## src/rtl/eth_mac_tx_if.sv

```systemverilog
// Upstream byte-stream handshake into the Ethernet MII transmitter.
// The master drives bytes; the slave answers with a per-byte accept strobe.
interface eth_mac_tx_if;
    logic       in_txen;
    logic [7:0] in_txd;
    logic       in_txlast;
    logic       out_txready;

    modport master (output in_txen, output in_txd, output in_txlast, input out_txready);
    modport slave  (input in_txen, input in_txd, input in_txlast, output out_txready);
endinterface

```

## src/rtl/eth_mac_tx.sv

```systemverilog
// Ethernet MII transmit MAC: preamble/SFD, nibble serialisation, zero padding,
// CRC-32 FCS, inter-frame gap and underrun signalling on TX_ER.
module eth_mac_tx #(
    parameter int MIN_FRAME = 60,
    parameter int IFG_BYTES = 12
) (
    input  logic          clk,
    input  logic          rst,
    eth_mac_tx_if.slave   up,
    output logic          mii_txen,
    output logic [3:0]    mii_txd,
    output logic          mii_txer,
    output logic          out_busy
);

    typedef enum logic [2:0] {
        IDLE = 3'd0, PREAMBLE = 3'd1, DATA = 3'd2, PAD = 3'd3, FCS = 3'd4, IFG = 3'd5
    } state_t;

    typedef enum logic [2:0] {
        ACT_NONE = 3'd0, ACT_START = 3'd1, ACT_ACCEPT = 3'd2, ACT_UNDER = 3'd3,
        ACT_PAD = 3'd4, ACT_FCS = 3'd5, ACT_IFG = 3'd6, ACT_IDLE = 3'd7
    } action_t;

    localparam logic [10:0] MIN_W    = 11'(MIN_FRAME);
    localparam logic [15:0] IFG_LAST = 16'(2 * IFG_BYTES - 1);

    function automatic logic [31:0] crc_byte(input logic [31:0] c, input logic [7:0] d);
        logic [31:0] r;
        r = c ^ {24'd0, d};
        for (int i = 0; i < 8; i++) begin
            r = r[0] ? ((r >> 1) ^ 32'hEDB8_8320) : (r >> 1);
        end
        return r;
    endfunction

    function automatic logic [10:0] sat_inc(input logic [10:0] v);
        return (v == 11'h7FF) ? v : v + 11'd1;
    endfunction

    // The registers describe what is on the MII pins in the current cycle.
    state_t       state_r, state_n;
    logic [15:0]  tcnt_r, tcnt_n;
    logic [7:0]   byte_r, byte_n;
    logic         hi_r, hi_n;
    logic         last_r, last_n;
    logic         err_r, err_n;
    logic [10:0]  bcnt_r, bcnt_n;
    logic [31:0]  crc_r, crc_n;
    action_t      act_s;
    logic         ready_s;
    logic         txen_n, txer_n;
    logic [3:0]   txd_n;
    logic [31:0]  fcs_s;

    // State and datapath registers
    always_ff @(posedge clk) begin
        if (rst) begin
            state_r <= IDLE;
            tcnt_r  <= 16'd0;
            byte_r  <= 8'd0;
            hi_r    <= 1'b0;
            last_r  <= 1'b0;
            err_r   <= 1'b0;
            bcnt_r  <= 11'd0;
            crc_r   <= 32'hFFFF_FFFF;
        end else begin
            state_r <= state_n;
            tcnt_r  <= tcnt_n;
            byte_r  <= byte_n;
            hi_r    <= hi_n;
            last_r  <= last_n;
            err_r   <= err_n;
            bcnt_r  <= bcnt_n;
            crc_r   <= crc_n;
        end
    end

    // Next-state: choose an action from the displayed state, then apply it
    always_comb begin
        act_s   = ACT_NONE;
        state_n = state_r;
        tcnt_n  = tcnt_r;
        byte_n  = byte_r;
        hi_n    = hi_r;
        last_n  = last_r;
        err_n   = err_r;
        bcnt_n  = bcnt_r;
        crc_n   = crc_r;

        case (state_r)
            IDLE:     act_s = up.in_txen ? ACT_START : ACT_NONE;
            PREAMBLE: begin
                if (tcnt_r != 16'd15) begin
                    tcnt_n = tcnt_r + 16'd1;
                end else begin
                    act_s = up.in_txen ? ACT_ACCEPT : ACT_UNDER;
                end
            end
            DATA: begin
                if (err_r) begin
                    act_s = ACT_IFG;
                end else if (!hi_r) begin
                    hi_n = 1'b1;
                end else if (!last_r) begin
                    act_s = up.in_txen ? ACT_ACCEPT : ACT_UNDER;
                end else begin
                    act_s = (bcnt_r < MIN_W) ? ACT_PAD : ACT_FCS;
                end
            end
            PAD: begin
                if (!hi_r) begin
                    hi_n = 1'b1;
                end else begin
                    act_s = (bcnt_r < MIN_W) ? ACT_PAD : ACT_FCS;
                end
            end
            FCS: begin
                if (tcnt_r != 16'd7) begin
                    tcnt_n = tcnt_r + 16'd1;
                end else begin
                    act_s = ACT_IFG;
                end
            end
            IFG: begin
                if (tcnt_r != IFG_LAST) begin
                    tcnt_n = tcnt_r + 16'd1;
                end else begin
                    // a pending frame starts straight out of the gap
                    act_s = up.in_txen ? ACT_START : ACT_IDLE;
                end
            end
            default:  act_s = ACT_IDLE;
        endcase

        case (act_s)
            ACT_START: begin
                state_n = PREAMBLE;
                tcnt_n  = 16'd0;
                bcnt_n  = 11'd0;
                crc_n   = 32'hFFFF_FFFF;
                hi_n    = 1'b0;
                last_n  = 1'b0;
                err_n   = 1'b0;
            end
            ACT_ACCEPT: begin
                state_n = DATA;
                byte_n  = up.in_txd;
                hi_n    = 1'b0;
                last_n  = up.in_txlast;
                bcnt_n  = sat_inc(bcnt_r);
                crc_n   = crc_byte(crc_r, up.in_txd);
            end
            ACT_UNDER: begin
                state_n = DATA;
                err_n   = 1'b1;
            end
            ACT_PAD: begin
                state_n = PAD;
                byte_n  = 8'h00;
                hi_n    = 1'b0;
                bcnt_n  = sat_inc(bcnt_r);
                crc_n   = crc_byte(crc_r, 8'h00);
            end
            ACT_FCS: begin
                state_n = FCS;
                tcnt_n  = 16'd0;
            end
            ACT_IFG: begin
                state_n = IFG;
                tcnt_n  = 16'd0;
                err_n   = 1'b0;
            end
            ACT_IDLE: state_n = IDLE;
            default:  state_n = state_r;
        endcase
    end

    // Outputs: accept strobe and busy from current state, pin values for the next cycle
    always_comb begin
        ready_s = ((state_r == PREAMBLE) && (tcnt_r == 16'd15)) ||
                  ((state_r == DATA) && hi_r && !last_r && !err_r);
        up.out_txready = ready_s;
        out_busy = (state_r != IDLE);
        fcs_s  = ~crc_n;
        txen_n = 1'b0;
        txd_n  = 4'h0;
        txer_n = 1'b0;
        case (state_n)
            PREAMBLE: begin
                txen_n = 1'b1;
                txd_n  = (tcnt_n == 16'd15) ? 4'hD : 4'h5;
            end
            DATA: begin
                txen_n = 1'b1;
                if (err_n) begin
                    txer_n = 1'b1;
                    txd_n  = 4'h0;
                end else begin
                    txd_n  = hi_n ? byte_n[7:4] : byte_n[3:0];
                end
            end
            PAD:     txen_n = 1'b1;
            FCS: begin
                txen_n = 1'b1;
                txd_n  = fcs_s[{tcnt_n[2:0], 2'b00} +: 4];
            end
            default: txen_n = 1'b0;
        endcase
    end

    // MII output registers
    always_ff @(posedge clk) begin
        if (rst) begin
            mii_txen <= 1'b0;
            mii_txd  <= 4'h0;
            mii_txer <= 1'b0;
        end else begin
            mii_txen <= txen_n;
            mii_txd  <= txd_n;
            mii_txer <= txer_n;
        end
    end

endmodule

```

## src/flat_wrapper.sv

```systemverilog
// flat-port wrapper written by rule: the top's interface ports become plain ports
module eth_mac_tx_flat 
#(
    parameter int MIN_FRAME = 60,
    parameter int IFG_BYTES = 12
)
  (clk, rst, mii_txen, mii_txd, mii_txer, out_busy, up_in_txen, up_in_txd, up_in_txlast, up_out_txready);
  eth_mac_tx_if up_i ();
  input  logic clk;
  input  logic rst;
  output logic mii_txen;
  output logic [3:0] mii_txd;
  output logic mii_txer;
  output logic out_busy;
  input wire logic [$bits(up_i.in_txen)-1:0] up_in_txen;
  input wire logic [$bits(up_i.in_txd)-1:0] up_in_txd;
  input wire logic [$bits(up_i.in_txlast)-1:0] up_in_txlast;
  output wire logic [$bits(up_i.out_txready)-1:0] up_out_txready;
  assign up_i.in_txen = up_in_txen;
  assign up_i.in_txd = up_in_txd;
  assign up_i.in_txlast = up_in_txlast;
  assign up_out_txready = up_i.out_txready;
  eth_mac_tx #(.MIN_FRAME(MIN_FRAME), .IFG_BYTES(IFG_BYTES)) u_core (.clk(clk), .rst(rst), .up(up_i), .mii_txen(mii_txen), .mii_txd(mii_txd), .mii_txer(mii_txer), .out_busy(out_busy));
endmodule
```

## config.mk

```make
export PLATFORM = sky130hd
export DESIGN_NAME = eth_mac_tx_flat
export DESIGN_NICKNAME = d
export VERILOG_FILES = /design/src/rtl/eth_mac_tx_if.sv /design/src/rtl/eth_mac_tx.sv /design/src/flat_wrapper.sv
export SDC_FILE = /design/constraint.sdc
export NUM_CORES = 1
export LEC_CHECK = 0
export BUFFER_PORTS_ARGS = -buffer_cell sky130_fd_sc_hd__buf_2
export CAP_MARGIN = 10
export CORE_MARGIN = 4
export CORE_UTILIZATION = 35
export CTS_CLUSTER_SIZE = 30
export DETAILED_ROUTE_END_ITERATION = 12
export SKIP_CTS_REPAIR_TIMING = 1
export SLEW_MARGIN = 20
export SYNTH_ARGS = -nofsm -noshare
export SYNTH_HDL_FRONTEND = slang
export SYNTH_SLANG_ARGS = --single-unit
export TNS_END_PERCENT = 50
```

## constraint.sdc

```tcl
create_clock -name clk -period 2.8 [get_ports clk]
set_input_delay 0.42 -clock clk [delete_from_list [all_inputs] [get_ports clk]]
set_output_delay 0.42 -clock clk [all_outputs]
set_load 0.02 [all_outputs]
```

Word-level counts from Yosys, hierarchy flattened --
Index checks and enable logic that the tools add are counted.
Cells by class: muxes and demuxes 49, bitwise gates (word level) 19, equality and inequality tests 23, add/sub/neg operators 2, shift-type cells 1, reductions and logical operators 19, magnitude comparators 1, $mul 0, div/mod/pow operators 0
Operators with widths (number):
- 2-to-1 mux 32 bit | 16
- NOT 13 -> 14 bit | 16
- one-hot mux 32 bit (3 select lines) | 1
- 2-to-1 mux 16 bit | 4
- one-hot mux 16 bit (3 select lines) | 1
- one-hot mux 3 bit (6 select lines) | 2
- == test 16 x 4 -> 1 bit, second input constant | 2
- NOT 32 bit | 1
- indexed part select 32 x 6 -> 4 bit | 1
- bitwise XOR 32 x 8 -> 32 bit | 1
- 2-to-1 mux 3 bit | 8
- one-hot mux 11 bit (2 select lines) | 1
- == test 3 bit, second input constant | 7
- == test 3 x 2 -> 1 bit, second input constant | 6
- adder 16 x 1 -> 16 bit, second input constant | 1
- != test 16 x 3 -> 1 bit, second input constant | 1
- != test 16 x 4 -> 1 bit, second input constant | 1
- != test 16 x 5 -> 1 bit, second input constant | 1
- one-hot mux 8 bit (2 select lines) | 1
- 2-to-1 mux 4 bit | 3
- one-hot mux 4 bit (3 select lines) | 1
- adder 11 x 1 -> 11 bit, second input constant | 1
- == test 11 bit, second input constant | 1
- < comparator 11 x 6 -> 1 bit, second input constant | 1
- other kinds (16) | 35
Storage, ports and cells: register bits after elaboration 79, output and inout port bits 8, input bits 12, ROM bits 0, memories 0, latch bits 0, bits in writable memories 0

Longest topological paths before layout --
Gate-level depths: netlist (run 1).
word-level depth 21, gate-level depth with buffers 14

Worst setup path before layout (run 1) --
No wires, ideal clock.
path type register to register, start point register u_core.tcnt_r[1], end point register u_core.mii_txd[0], stages on the path, launching flop included 15, required time 2.666 ns, period minus slack after synthesis 2.967 ns, data arrival time 2.833 ns, library setup time 0.134 ns, buffers on the path 3, slack -0.167 ns, cell sequence dfxtp_1 -> ha_1 -> and4b_1 -> and4_4 -> nand2_1 -> and3_1 -> clkbuf_1 -> and2_1 -> buf_2 -> or3_1 -> buf_2 -> mux2i_1 -> nand2_1 -> a21oi_1 -> or4_1
Between the ends: longest elaborated chain between the ends 9, elaborated cells on any way between the ends 37
Ends and longest elaborated chain:
- from (decl) | line eth_mac_tx.sv:43 | logic [15:0] tcnt_r, tcnt_n;
- from (signal assigned) | line eth_mac_tx.sv:69 | tcnt_r <= tcnt_n;
- branches (longest 8 deep; another with adder 16 x 1 -> 16 bit)
- one-hot mux 4 bit (3 select lines) * | line eth_mac_tx.sv:189 | case (state_n)
- to (signal assigned) | line eth_mac_tx.sv:220 | mii_txd <= txd_n;
- to (decl) | line eth_mac_tx.sv:11 | output logic [3:0] mii_txd,
Every way passes the cells marked *. A chain may end at the register's enable or synchronous reset.

Final worst setup path (run 1) --
start point register u_core.tcnt_r[15], end point register u_core.mii_txd[0]
Between the ends: longest elaborated chain between the ends 9, elaborated cells on any way between the ends 36
Ends and longest elaborated chain (line):
- branches (longest 8 deep; another with one-hot mux 32 bit (3 select lines))
- one-hot mux 4 bit (3 select lines) * | eth_mac_tx.sv:189
Marks and branches as above.

==> results of run 1 <==
cells by family after synthesis:
group | Yosys count
mux | 14
buf+inv | 54
flops | 79
fa+ha+maj | 2
compound gates | 161
xor+xnor | 146
simple gates | 242
routing by layer:
metal	global-route usage (%)	up-vias	share of wire (%)
li1	-	2820	-
met1	29.6	2725	46
met2	31.9	225	44
met3	3.93	44	7.0
met4	6.98	0	2.8
met5	0	-	0
registers in the layout, summed over array words and instances, names as in the netlist:
name	count
u_core.hi_r	1
u_core.err_r	1
u_core.last_r	1
u_core.state_r	3
u_core.crc_r	32
u_core.mii_txd	4
u_core.bcnt_r	11
u_core.tcnt_r	16
u_core.mii_txen	1
u_core.byte_r	8
u_core.mii_txer	1
cell usage in the layout, fill, tap and decap left out, types with 9 or more instances in the layout:
cell / n
nor2_1: 66
mux2i_1: 12
buf_2: 19
o221ai_1: 17
nand3_1: 15
dfxtp_1: 75
nand2_1: 45
xnor2_1: 91
a21oi_1: 46
or2_2: 9
xor2_1: 43
clkbuf_16: 10
xnor2_2: 9
nand2b_1: 28
nand4_1: 9
buf_4: 184
critical path, delay by kind of cell (launching register included):
family,cells,cell delay (ps)
AOI/OAI and AO/OA,1,80
buffers and inverters,2,290
DFF,1,340
muxes,1,140
and+or+nand+nor,8,1880
area by class of cell:
| cell class | count | area [um^2] | area share [%] |
|---|---|---|---|
| clock buffers | 9 | 225 | 2.79 |
| clock inverters | 7 | 77.6 | 0.962 |
| well taps | 216 | 270 | 3.35 |
| inverters | 7 | 26.3 | 0.326 |
| multi-input cells | 565 | 4250 | 52.7 |
| repair buffers | 212 | 1630 | 20.2 |
| flip-flops and latches | 79 | 1590 | 19.7 |
where the power goes:
part | leakage [nW] | switching (mW) | internal (mW)
logic | 2.45 | 0.323 | 0.301
registers | 0.641 | 0.00822 | 1.13
clock network | 0.147 | 0.531 | 0.701
per-stage QoR:
stage / worst slack (ps) / hold slack (ps) / util (%) / power [mW]
after detailed placement: -144 / 479 / 46.3 / 1.75
final: -53.2 / 321 / 50.2 / 3.00
after CTS: -155 / 308 / 48.2 / 2.98
after floorplan: -13.0 / 449 / - / 1.51
after global routing: -153 / 339 / 50.2 / 3.10
after global placement: -112 / 465 / 46.3 / 1.75
path summary, 6_finish.rpt:
| check | startpoint | to | cells after the start |
|---|---|---|---|
| setup / recovery | u_core.tcnt_r[15]$_SDFF_PP0_ | u_core.mii_txd[0]$_SDFF_PP0_ | 12 |
| hold / removal | up_in_txlast | u_core.last_r$_SDFFE_PP0P_ | 3 |
| setup reg to reg | u_core.tcnt_r[15]$_SDFF_PP0_ | u_core.mii_txd[0]$_SDFF_PP0_ | 12 |
| hold reg to reg | u_core.byte_r[7]$_SDFF_PP0_ | u_core.byte_r[7]$_SDFF_PP0_ | 2 |
==> flow_summary.yaml, run 1 <==
yosys:
  ys_top_cells_by_area: "dfxtp_1 (27%), xnor2_1 (14%), xor2_1 (6.5%)"
  yosysTopAreaCellShare_pct: 27.2
  yosysMostFrequentCell: "xnor2_1"
  synth_seq_area_share_pct: 27.2
  synth-seq-cells: 79
  yosys_warnings: 0
  netlist_instances: 698
  syn_area_um2: 5810
  ys_types: 80
  avgSynthCellArea_um2: 8.32
  synthSimpleGateAreaFrac_pct: 21.6
  synthTopCellsByCount: "xnor2_1 (93), dfxtp_1 (79), nor2_1 (71)"
  async_flop_share_pct: 0
  synth-compound-area-share_pct: 20.1
  synth_edf_count: 0
  syn-num-nets: 712
  ys.flop_type: "dfxtp_1"
  synth_largest_area_cell: "dfxtp_1"
  synth_mux_area_share_pct: 2.43
  synth_top_family_by_area: "XOR/XNOR gates"
  synth_xor_area_share_pct: 23.7
  synth-adder-area-share_pct: 0.431
worst_setup_path:
  path_cells: "nor4_4 -> and3_4 -> buf_4 -> nand3_2 -> and3_1 -> buf_4 -> and2_4 -> or3_1 -> mux2i_1 -> nand2_1 -> a21oi_1 -> or4_1"
  cp-end-kind: "flop"
  cp_slowest_cell: "or4_1"
  slowest_delay_ps: 400
  cp_common_cell: "buf_4"
  rrSetupSlack_ps: -50
  critPathRequiredTime_ps: 3030
  cp_max_fo: 5
  arrival_ps: 3080
  cp-start-kind: "flop"
  crit_type: "flop to flop"
detailed_routing:
  first_pass_iters: 5
  vias: 5814
  ant_nets: 0
  post_drt_wl_per_cell_um: 17.7
  post-route-drc-count: 0
  avgViaCountPerCell: 5.31
  drt_iter0_markers: 499
  totalWireLength_um: 19300
clocking:
  cts_tree: "yes"
  numCtsBuffers: 9
  cts_sinks: 79
  clk_pin_slew_ps: 70
  clock_path_buffers: 2
  clock_latency_ps: 350
  htreeDepth: 3
  clockRootBuffer: "clkbuf_16"
power:
  powerDensity_nw_per_um2: 372
  worst_ir_drop_vdd_mv: 0.296
  p_leak_nw: 3.24
timing:
  period_share_pct: 102
  grt_setup_unrepaired: "yes"
  finalSetupTns_ps: -53.2
  fin_ws_ps: -53.2
  hold_violations: 0
  layout_min_cycle_time_ps: 2850
  final-setup-viol-count: 1
  skew_ps: 9.29
  worst_pin_slew_ps: 700
  max_freq_mhz: 350
  relSlewSlack_pct: 53.0
  maxSlewViolCount: 0
placement:
  gp_congestion: 0.922
  hpwl_um: 14500
  placed_area_um2: 7430
  placed_cells: 1072
  portBuffers: 19
floorplan:
  ios: 20
  die_h_um: 137
  die_area_um2: 18700
  core-area_um2: 16100
  start_util_pct: 36.2
  die_w_um: 137
  row_count: 46
cells_and_area:
  fin_area_um2: 8070
  final_layout_size_suffix_gt1_share_pct: 35.4
  nets: 888
  fin_cells: 1095
  syn_to_final_growth_pct: 38.8
  fillers: 1519
  diodes: 0
global_route:
  antenna_found_initial: 0
  grt_usage_pct: 20.9
  grt_pass1_vias: 5659
  grt_max_degree: 35
  grt_overflow: 0
  grt_pass1_wl_um: 30500
status:
  status: "finished, violations left"
  violations: "setup timing"
hold_path:
  min_path_type: "primary input to flop"
job:
  cap_violations: 0
No activity file was read; power rests on OpenSTA's default activity.
==> run 2: changes to the inputs <==
- ABC_AREA: unset -> 1
- clock period: 2.8 -> 2.6 ns (I/O delays scaled with it)
==> flow_summary.yaml, run 2 <==
detailed_routing:
  ant_nets: 0
  post_drt_wl_per_cell_um: 15.7
  drt_iter0_markers: 571
  first_pass_iters: 7
  post-route-drc-count: 0
  totalWireLength_um: 22500
  avgViaCountPerCell: 5.06
  vias: 7247
global_route:
  grt_overflow: 0
  antenna_found_initial: 0
  grt_max_degree: 34
  grt_pass1_wl_um: 35700
  grt_pass1_vias: 6787
  grt_usage_pct: 20.7
yosys:
  netlist_instances: 1078
  yosysMostFrequentCell: "nand2_1"
  syn-num-nets: 1092
  yosysTopAreaCellShare_pct: 23.6
  ys_top_cells_by_area: "dfxtp_1 (24%), nand2_1 (18%), xor2_1 (9.7%)"
  syn_area_um2: 6700
  ys.flop_type: "dfxtp_1"
  ys_types: 45
  synth_edf_count: 0
  yosys_warnings: 0
  synthTopCellsByCount: "nand2_1 (323), nand3_1 (114), inv_1 (108)"
  synth_seq_area_share_pct: 23.6
  async_flop_share_pct: 0
  synth_largest_area_cell: "dfxtp_1"
  avgSynthCellArea_um2: 6.22
  synth-seq-cells: 79
cells_and_area:
  regMostFlops: "u_core.crc_r"
  final_common_cell: "nand2_1"
  diodes: 0
  layout_common_cells: "nand2_1 (310), buf_4 (112), nand3_1 (107)"
  fin_area_um2: 8420
  syn_to_final_growth_pct: 25.6
  nets: 1207
  final_layout_size_suffix_gt1_share_pct: 21.6
  reg_top3: "u_core.crc_r (32), u_core.tcnt_r (16), u_core.bcnt_r (11)"
  largest_reg_flops: 32
power:
  p_leak_nw: 4.10
  pwr-share-seq_pct: 35.2
  combPwrFrac_pct: 25.3
  worst_ir_drop_vdd_mv: 0.322
  powerDensity_nw_per_um2: 423
  p_int_mw: 2.44
  p_switching_mw: 1.12
  p_total_mw: 3.56
  clock_power_share_pct: 39.5
  swShare_pct: 31.6
clocking:
  cts_tree: "yes"
  numCtsBuffers: 9
  clk_pin_slew_ps: 70
  clock_latency_ps: 360
  clockRootBuffer: "clkbuf_16"
  clock_path_buffers: 2
  htreeDepth: 3
  cts_sinks: 79
placement:
  placed_area_um2: 7830
  hpwl_um: 17000
  gp_congestion: 0.930
  portBuffers: 19
  post-place-ws_ps: -165
timing:
  fin_ws_ps: 60.5
  period_share_pct: 97.7
  final-setup-viol-count: 0
  relSlewSlack_pct: 64.1
  maxSlewViolCount: 0
  worst_pin_slew_ps: 536
  skew_ps: 10.2
  layout_min_cycle_time_ps: 2540
  max_freq_mhz: 394
  hold_violations: 0
  grt_setup_unrepaired: "yes"
status:
  status: "completed"
worst_setup_path:
  slowest_delay_ps: 370
  arrival_ps: 2830
  path_cells: "ha_4 -> nand2_2 -> inv_2 -> nand2_4 -> nor2_4 -> nand4_1 -> buf_4 -> nand4_1 -> nand3_4 -> nand2_4 -> buf_6 -> nor2_4 -> buf_12 -> buf_4 -> nand2_1 -> nand3_1 -> nand3_2 -> nand3_2 -> a21oi_2"
  cp_max_fo: 8
  cp-end-kind: "flop"
  cp_slowest_cell: "dfxtp_2"
  crit_type: "flop to flop"
  critPathRequiredTime_ps: 2890
  cp-start-kind: "flop"
floorplan:
  die_h_um: 146
  die_w_um: 146
  ios: 20
  die_area_um2: 21400
  start_util_pct: 35.7
  row_count: 50
  core-area_um2: 18800
job:
  cap_violations: 0
hold_path:
  min_path_type: "primary input to flop"
-- run 2: cell count changes after synthesis, sizes merged, moves of 14 or more --
cell,previous run,this run
nand2,48,334
inv,7,116
nand3,17,124
xnor2,100,45
nor2,72,118
a21oi,53,17
xor2,44,75
nand2b,28,0
o21ai,17,37
o221ai,19,0
nand4,9,26
clkbuf,25,11
nor3,12,26
-- run 2: path summary, 6_finish.rpt --
kind,startpoint,to,slack [ps],cells past startpoint
setup / recovery,u_core.tcnt_r[1]$_SDFF_PP0_,u_core.mii_txd[3]$_SDFF_PP0_,60,19
setup reg to reg,u_core.tcnt_r[1]$_SDFF_PP0_,u_core.mii_txd[3]$_SDFF_PP0_,60,19
hold / removal,up_in_txlast,u_core.last_r$_SDFFE_PP0P_,340,3
hold reg to reg,u_core.bcnt_r[1]$_SDFFE_PP0P_,u_core.bcnt_r[1]$_SDFFE_PP0P_,500,2
-- run 2: final cells by class --
class                   count  area (um^2)
clock buffers              11          233
clock inverters             5         81.3
fillers                  1968        10400
inverters                 121          458
multi-input cells         840         4630
flip-flops and latches     79         1590
well taps                 234          293
repair buffers            142         1130
-- run 2: power groups by stage --
stage               Clock, mW  Sequential (mW)  Combinational, mW
global placement            0             1.28              0.846
global route             1.47             1.25              0.998
detailed placement          0             1.28              0.849
CTS                      1.44             1.25              0.854
finish                   1.40             1.25              0.902
floorplan                   0             1.28              0.541
-- run 2: worst max-delay path, delay by kind of cell (launching register included) --
kind	cells	cell delay, ps
AO/OA/AOI/OAI	1	130
flip-flops	1	370
buffers and inverters	5	640
adder cells (fa/ha/maj)	1	160
AND/OR/NAND/NOR	12	1160
-- run 2: cells by family (layout without fill, tap and decap cells) --
kind of cell | count (synthesis) | count (layout) | synth area share [%]
DFF | 79 | 79 | 23.6
AOI/OAI and AO/OA | 76 | 76 | 6.63
buffers and inverters | 159 | 279 | 9.99
and+or+nand+nor | 642 | 642 | 43.5
adders and majority gates | 2 | 2 | 0.373
xor gates and xnor gates | 120 | 120 | 15.9
-- run 2: per-stage QoR --
step           hold slack [ps]  TNS, ps  instances  util, %
3_3_place_gp               486     -216       1408     41.7
6_report                   336        0       1432     44.8
5_1_grt                    397     -276       1432     44.8
3_5_place_dp               492     -280       1408     41.7
2_1_floorplan              454        0       1078        -
4_1_cts                    316     -355       1424     43.4
-- run 2: per-layer routing --
metal  track usage (%)  part of all wire [%]
met1              27.2                    44
met2              33.7                    46
met3              3.76                   6.8
met4              8.47                   3.5
met5                 0                     0
